--- src/rtl/shift_unit_if.sv ---
// Request/response bundle for shift_unit: operand/op/amount in, result/carry/error out.
interface shift_unit_if #(
   parameter int unsigned WIDTH = 16
);
   localparam int unsigned AW = $clog2(WIDTH);

   logic             in_valid;
   logic             in_ready;
   logic [WIDTH-1:0] in_data;
   logic [2:0]       in_op;
   logic [AW-1:0]    in_amt;
   logic             out_valid;
   logic             out_ready;
   logic [WIDTH-1:0] out_data;
   logic             out_carry;
   logic             out_err;
   logic             busy;

   modport master (
      output in_valid, in_data, in_op, in_amt, out_ready,
      input  in_ready, out_valid, out_data, out_carry, out_err, busy
   );

   modport slave (
      input  in_valid, in_data, in_op, in_amt, out_ready,
      output in_ready, out_valid, out_data, out_carry, out_err, busy
   );
endinterface

--- src/rtl/shift_unit.sv ---
// Multi-cycle shifter: up to STEP positions per cycle, carry-out is the last bit shifted out.
// Rotates (ROL/ROR) exist only when SHIFT_UNIT_ROTATE_EN is defined; otherwise they are invalid ops.
module shift_unit #(
   parameter int unsigned WIDTH = 16,
   parameter int unsigned STEP  = 1,
   parameter int unsigned AW    = $clog2(WIDTH)
) (
   input logic         clk,
   input logic         reset,
   shift_unit_if.slave bus
);
   localparam int unsigned KW = AW + 1;

   localparam logic [2:0] OP_PASS = 3'b000;
   localparam logic [2:0] OP_LSL  = 3'b001;
   localparam logic [2:0] OP_LSR  = 3'b010;
   localparam logic [2:0] OP_ASR  = 3'b011;
`ifdef SHIFT_UNIT_ROTATE_EN
   localparam logic [2:0] OP_ROL  = 3'b100;
   localparam logic [2:0] OP_ROR  = 3'b101;
`endif

   typedef enum logic [1:0] {IDLE, SHIFT, DONE} state_t;

   state_t           state;
   state_t           state_nxt;
   logic [WIDTH-1:0] data_q;
   logic [2:0]       op_q;
   logic [AW-1:0]    rem_q;
   logic             carry_q;
   logic             err_q;

   logic             op_ok_c;
   logic             zero_work_c;
   logic             accept_c;
   logic [KW-1:0]    k_wide_c;
   logic [AW-1:0]    k_c;
   logic [AW-1:0]    hi_idx_c;
   logic [AW-1:0]    lo_idx_c;
   logic [KW-1:0]    back_c;
   logic             last_c;
   logic [WIDTH-1:0] shifted_c;
   logic             shift_carry_c;

`ifdef SHIFT_UNIT_ROTATE_EN
   assign op_ok_c = (bus.in_op <= OP_ROR);
`else
   assign op_ok_c = (bus.in_op <= OP_ASR);
`endif

   assign zero_work_c = (bus.in_amt == '0) || (bus.in_op == OP_PASS) || !op_ok_c;
   assign accept_c    = bus.in_valid && (state == IDLE);

   // Step size this cycle; k never exceeds rem, so it always fits in AW bits
   always_comb begin
      k_wide_c = ({1'b0, rem_q} < KW'(STEP)) ? {1'b0, rem_q} : KW'(STEP);
      k_c      = AW'(k_wide_c);
      back_c   = KW'(WIDTH) - {1'b0, k_c};
      hi_idx_c = AW'(back_c);
      lo_idx_c = k_c - AW'(1);
      last_c   = (rem_q == k_c);
   end

   // One partial shift by k; the carry is the last bit leaving the word in that direction
   always_comb begin
      shifted_c     = data_q;
      shift_carry_c = 1'b0;
      case (op_q)
         OP_LSL: begin
            shifted_c     = data_q << k_c;
            shift_carry_c = data_q[hi_idx_c];
         end
         OP_LSR: begin
            shifted_c     = data_q >> k_c;
            shift_carry_c = data_q[lo_idx_c];
         end
         OP_ASR: begin
            shifted_c     = WIDTH'($signed(data_q) >>> k_c);
            shift_carry_c = data_q[lo_idx_c];
         end
`ifdef SHIFT_UNIT_ROTATE_EN
         OP_ROL: begin
            shifted_c     = (data_q << k_c) | (data_q >> back_c);
            shift_carry_c = data_q[hi_idx_c];
         end
         OP_ROR: begin
            shifted_c     = (data_q >> k_c) | (data_q << back_c);
            shift_carry_c = data_q[lo_idx_c];
         end
`endif
         default: ;
      endcase
   end

   // Working registers: captured at accept, updated once per SHIFT cycle
   always_ff @(posedge clk) begin
      if (reset) begin
         data_q  <= '0;
         op_q    <= OP_PASS;
         rem_q   <= '0;
         carry_q <= 1'b0;
         err_q   <= 1'b0;
      end else if (accept_c) begin
         data_q  <= bus.in_data;
         op_q    <= bus.in_op;
         rem_q   <= bus.in_amt;
         carry_q <= 1'b0;
         err_q   <= !op_ok_c;
      end else if (state == SHIFT) begin
         data_q  <= shifted_c;
         rem_q   <= rem_q - k_c;
         carry_q <= shift_carry_c;
      end
   end

   always_ff @(posedge clk) begin
      if (reset) state <= IDLE;
      else       state <= state_nxt;
   end

   always_comb begin
      state_nxt = state;
      case (state)
         IDLE:    if (bus.in_valid) state_nxt = zero_work_c ? DONE : SHIFT;
         SHIFT:   if (last_c) state_nxt = DONE;
         DONE:    if (bus.out_ready) state_nxt = IDLE;
         default: state_nxt = IDLE;
      endcase
   end

   always_comb begin
      bus.in_ready  = 1'b0;
      bus.out_valid = 1'b0;
      bus.busy      = 1'b1;
      case (state)
         IDLE: begin
            bus.in_ready = 1'b1;
            bus.busy     = 1'b0;
         end
         DONE:    bus.out_valid = 1'b1;
         default: ;
      endcase
   end

   assign bus.out_data  = data_q;
   assign bus.out_carry = carry_q;
   assign bus.out_err   = err_q;
endmodule
--- src/flat_wrapper.sv ---
// flat-port wrapper written by rule: the top's interface ports become plain ports
module shift_unit_flat 
#(
   parameter int unsigned WIDTH = 16,
   parameter int unsigned STEP  = 1,
   parameter int unsigned AW    = $clog2(WIDTH)
)
  (clk, reset, bus_in_valid, bus_in_data, bus_in_op, bus_in_amt, bus_out_ready, bus_in_ready, bus_out_valid, bus_out_data, bus_out_carry, bus_out_err, bus_busy);
  shift_unit_if #(.WIDTH(WIDTH)) bus_i ();
  input logic clk;
  input logic reset;
  input wire logic [$bits(bus_i.in_valid)-1:0] bus_in_valid;
  input wire logic [$bits(bus_i.in_data)-1:0] bus_in_data;
  input wire logic [$bits(bus_i.in_op)-1:0] bus_in_op;
  input wire logic [$bits(bus_i.in_amt)-1:0] bus_in_amt;
  input wire logic [$bits(bus_i.out_ready)-1:0] bus_out_ready;
  output wire logic [$bits(bus_i.in_ready)-1:0] bus_in_ready;
  output wire logic [$bits(bus_i.out_valid)-1:0] bus_out_valid;
  output wire logic [$bits(bus_i.out_data)-1:0] bus_out_data;
  output wire logic [$bits(bus_i.out_carry)-1:0] bus_out_carry;
  output wire logic [$bits(bus_i.out_err)-1:0] bus_out_err;
  output wire logic [$bits(bus_i.busy)-1:0] bus_busy;
  assign bus_i.in_valid = bus_in_valid;
  assign bus_i.in_data = bus_in_data;
  assign bus_i.in_op = bus_in_op;
  assign bus_i.in_amt = bus_in_amt;
  assign bus_i.out_ready = bus_out_ready;
  assign bus_in_ready = bus_i.in_ready;
  assign bus_out_valid = bus_i.out_valid;
  assign bus_out_data = bus_i.out_data;
  assign bus_out_carry = bus_i.out_carry;
  assign bus_out_err = bus_i.out_err;
  assign bus_busy = bus_i.busy;
  shift_unit #(.WIDTH(WIDTH), .STEP(STEP), .AW(AW)) u_core (.clk(clk), .reset(reset), .bus(bus_i));
endmodule
--- config.mk ---
export PLATFORM = sky130hd
export DESIGN_NAME = shift_unit_flat
export DESIGN_NICKNAME = d
export VERILOG_FILES = /design/src/rtl/shift_unit_if.sv /design/src/rtl/shift_unit.sv /design/src/flat_wrapper.sv
export SDC_FILE = /design/constraint.sdc
export NUM_CORES = 1
export LEC_CHECK = 0
export CAP_MARGIN = 20
export CELL_PAD_IN_SITES_DETAIL_PLACEMENT = 0
export CELL_PAD_IN_SITES_GLOBAL_PLACEMENT = 1
export CORE_ASPECT_RATIO = 1.4
export CORE_MARGIN = 2
export CORE_UTILIZATION = 34
export CTS_CLUSTER_SIZE = 14
export DETAILED_ROUTE_END_ITERATION = 16
export PLACE_DENSITY = 0.83
export SLEW_MARGIN = 20
export SYNTH_ARGS = -nofsm -noshare
export SYNTH_HDL_FRONTEND = slang
export SYNTH_SLANG_ARGS = --single-unit
--- constraint.sdc ---
create_clock -name clk -period 2.2 [get_ports clk]
set_input_delay 0.33 -clock clk [delete_from_list [all_inputs] [get_ports clk]]
set_output_delay 0.33 -clock clk [all_outputs]
set_load 0.01 [all_outputs]
==> impl_metrics.ini, run 1 <==
[status]
status = complete, no violations

[clocking]
cts_buffers = 3
cts_setup_buffers = 0
clkLatencyLatePin_ns = 0.28
clock-root-buffer = clkbuf_8
path_clk_slew_ns = 0.10
cts.sink_count = 27
hold_buffers = 0
ctsResizeCount = 0
clk_path_buf_depth = 2
cts_max_level = 1
cts_tree = built

[place]
dp_hpwl_um = 3030
placed_cells = 289
place_congestion = 0.815
io_buffer_count = 47

[die]
rows = 29
pin_count = 48
start_util_pct = 35.1
die_width_um = 61.6
dieArea_mm2 = 0.00522
fp.dieH_um = 84.7
core_area_mm2 = 0.00450

[route]
routed_wl_um = 4100
final_antenna_net_count = 0
drc_errors = 0
detail_route.first_pass.iterations = 4
drt-initial-drc-count = 94
num_vias = 1498
vias_per_cell = 5.11
wl_per_cell_um = 14.0

[logic_synthesis]
syn_area_per_cell_um2 = 8.41
synthAdderAreaFrac_pct = 1.58
ys_warn_count = 0
synth_area_mm2 = 0.00158
synth_largest_area_cell = dfxtp_1
synth_top_cells_by_area = dfxtp_1 34%, a21oi_1 7.6%, mux2_2 7.1%
synthDistinctLibCells = 40
synth_compound_area_share_pct = 24.5
synth_enable_flop_cells = 0
yosys.area_share.simple_pct = 23.0
synth_nets = 217
ys_seq_elements = 27
synth_top_cells_by_count = 27 x dfxtp_1, 24 x a21oi_1, 21 x nand2_1
synth.area.mux_share_pct = 10.9
ys.flop_type = dfxtp_1
synth_top_family_by_area = compound AO/OA/AOI/OAI gates
async_reset_ff_share_pct = 0
yosysMostFrequentCell = dfxtp_1
syn_inst = 188
synth-xor-area-share_pct = 0
synth_top_area_share_pct = 34.2
ys_seq_area_share_pct = 34.2

[cells_and_area]
fin_util_pct = 47.8
stdcell_count = 293
nNetsFinal = 261
drive_gt1_share_pct = 12.6
antennaDiodeCount = 0
syn_to_final_growth_pct = 36.2

[global_routing]
grt_use_total_pct = 16.9
grt_pass1_vias = 1516
grt_max_degree = 19
grt_overflow = 0
grt_pass1_wl_um = 6890
antenna_found_initial = 0

[worst_setup_path]
worstPathArrival_ns = 2.13
crit_family = simple AND/OR/NAND/NOR gates
cp_max_fo = 5
endpoint_kind = flop
cp-start-kind = flop
cp_num_buf_inv = 0
worstSetupPathType = reg -> reg
slowest_delay_ns = 0.52
cp_slowest_cell = or4_4
cp_data_required_time_ns = 2.42
critical_path.cell_chain = or4_4, nand2b_1, ha_1, a311oi_1, or3b_2, a21oi_1

[timing]
setup_viol = 0
hold_viol = 0
fmax_mhz = 523
fin_crit_ns = 1.91
relSlewSlack_pct = 65.8
setup_tns_ns = 0
tightest_slew_ns = 0.512
slew_violations = 0
finalCritPeriodShare_pct = 86.9
worst_clock_skew_ns = 0.00253
rsz0062_at_grt = false

[power_and_ir_drop]
p_total_mw = 1.35
vdd.ir_drop.worst_mv = 0.215
cellLeakagePower_nw = 0.764
p_per_area_mw_per_mm2 = 626

[run]
cap_violations = 0

[hold_path]
hp-class = reg -> reg
-- registers in the layout, summed over array words and instances, names as in the netlist --
register,flops
u_core.bus.out_carry,1
u_core.bus.out_data,16
u_core.bus.out_err,1
u_core.op_q,3
u_core.rem_q,4
u_core.state,2
-- per-layer routing --
| metal | track usage (%) | vias to the layer above | routed length, um | part of all wire, % |
|---|---|---|---|---|
| met2 | 30.1 | 30 | 2180 | 53 |
| met1 | 20.1 | 696 | 1750 | 43 |
| met3 | 1.08 | 5 | 108 | 2.6 |
| met4 | 6.58 | 0 | 69 | 1.7 |
| met5 | 0 | - | 0 | 0 |
| li1 | - | 767 | - | - |
-- cell usage in the layout, fill, tap and decap left out, types with 2 or more instances in the layout --
| cell type | n |
|---|---|
| inv_1 | 4 |
| buf_4 | 7 |
| nor2_1 | 13 |
| mux2_2 | 10 |
| nor4_1 | 2 |
| nand2b_1 | 2 |
| a21oi_1 | 24 |
| a31oi_1 | 6 |
| nor3_1 | 2 |
| dfxtp_1 | 27 |
| or3b_2 | 2 |
| nor2b_1 | 5 |
| o21ai_0 | 2 |
| a221oi_1 | 2 |
| clkdlybuf4s50_1 | 47 |
| and2_1 | 6 |
| mux2i_1 | 6 |
| a211o_1 | 6 |
| ha_1 | 2 |
| a22oi_1 | 9 |
| nand3_1 | 5 |
| clkbuf_8 | 3 |
| nand2_1 | 21 |
-- power breakdown --
| group | internal, mW | switching [mW] |
|---|---|---|
| Sequential | 0.534 | 0.0550 |
| Clock | 0.129 | 0.165 |
| Combinational | 0.246 | 0.219 |
-- cell type report --
class                           instances  area (um2)
Timing Repair Buffer                   54         523
Tap cell                               62        77.6
Inverter                                4        15.0
Sequential cell                        27         541
Clock buffer                            3        41.3
Clock inverter                          1        7.51
Multi-Input combinational cell        142         947
Fill cell                             475        2350
-- stage by stage --
stage               hold slack [ns]  area [um2]  worst slack (ns)
global placement              0.453        2100             0.230
finish                        0.467        2150             0.287
floorplan                     0.458        1580             0.300
global route                  0.510        2150             0.182
CTS                           0.472        2150             0.270
detailed placement            0.457        2100             0.188
-- path summary, 6_finish.rpt --
| path | startpoint | to | slack [ns] | cells after the start |
|---|---|---|---|---|
| worst max register to register | u_core.rem_q[1] | u_core.state[1] | 0.29 | 6 |
| worst min-delay path | u_core.bus.out_err | u_core.bus.out_err | 0.47 | 2 |
| worst max-delay path | u_core.rem_q[1] | u_core.state[1] | 0.29 | 6 |
| worst min register to register | u_core.bus.out_err | u_core.bus.out_err | 0.47 | 2 |
-- logic make-up after synthesis --
kind of cell | count (synthesis)
AO/OA/AOI/OAI | 58
adder cells (fa/ha/maj) | 2
buffers and inverters | 19
flip-flops | 27
multiplexers | 16
AND/OR/NAND/NOR | 66
-- worst register-to-register path, stage by stage (launching register included) --
cell and delay [ns]:
dfxtp_1 0.36, or4_4 0.52, nand2b_1 0.12, ha_1 0.17
a311oi_1 0.11, or3b_2 0.46, a21oi_1 0.11
Power figures use the tool's default switching activity.
==> run 2: changes to the inputs <==
- CTS_CLUSTER_SIZE: 14 -> 8
==> results of run 2 <==
No change in the layout: final DEF, timing and power equal those of run 1.
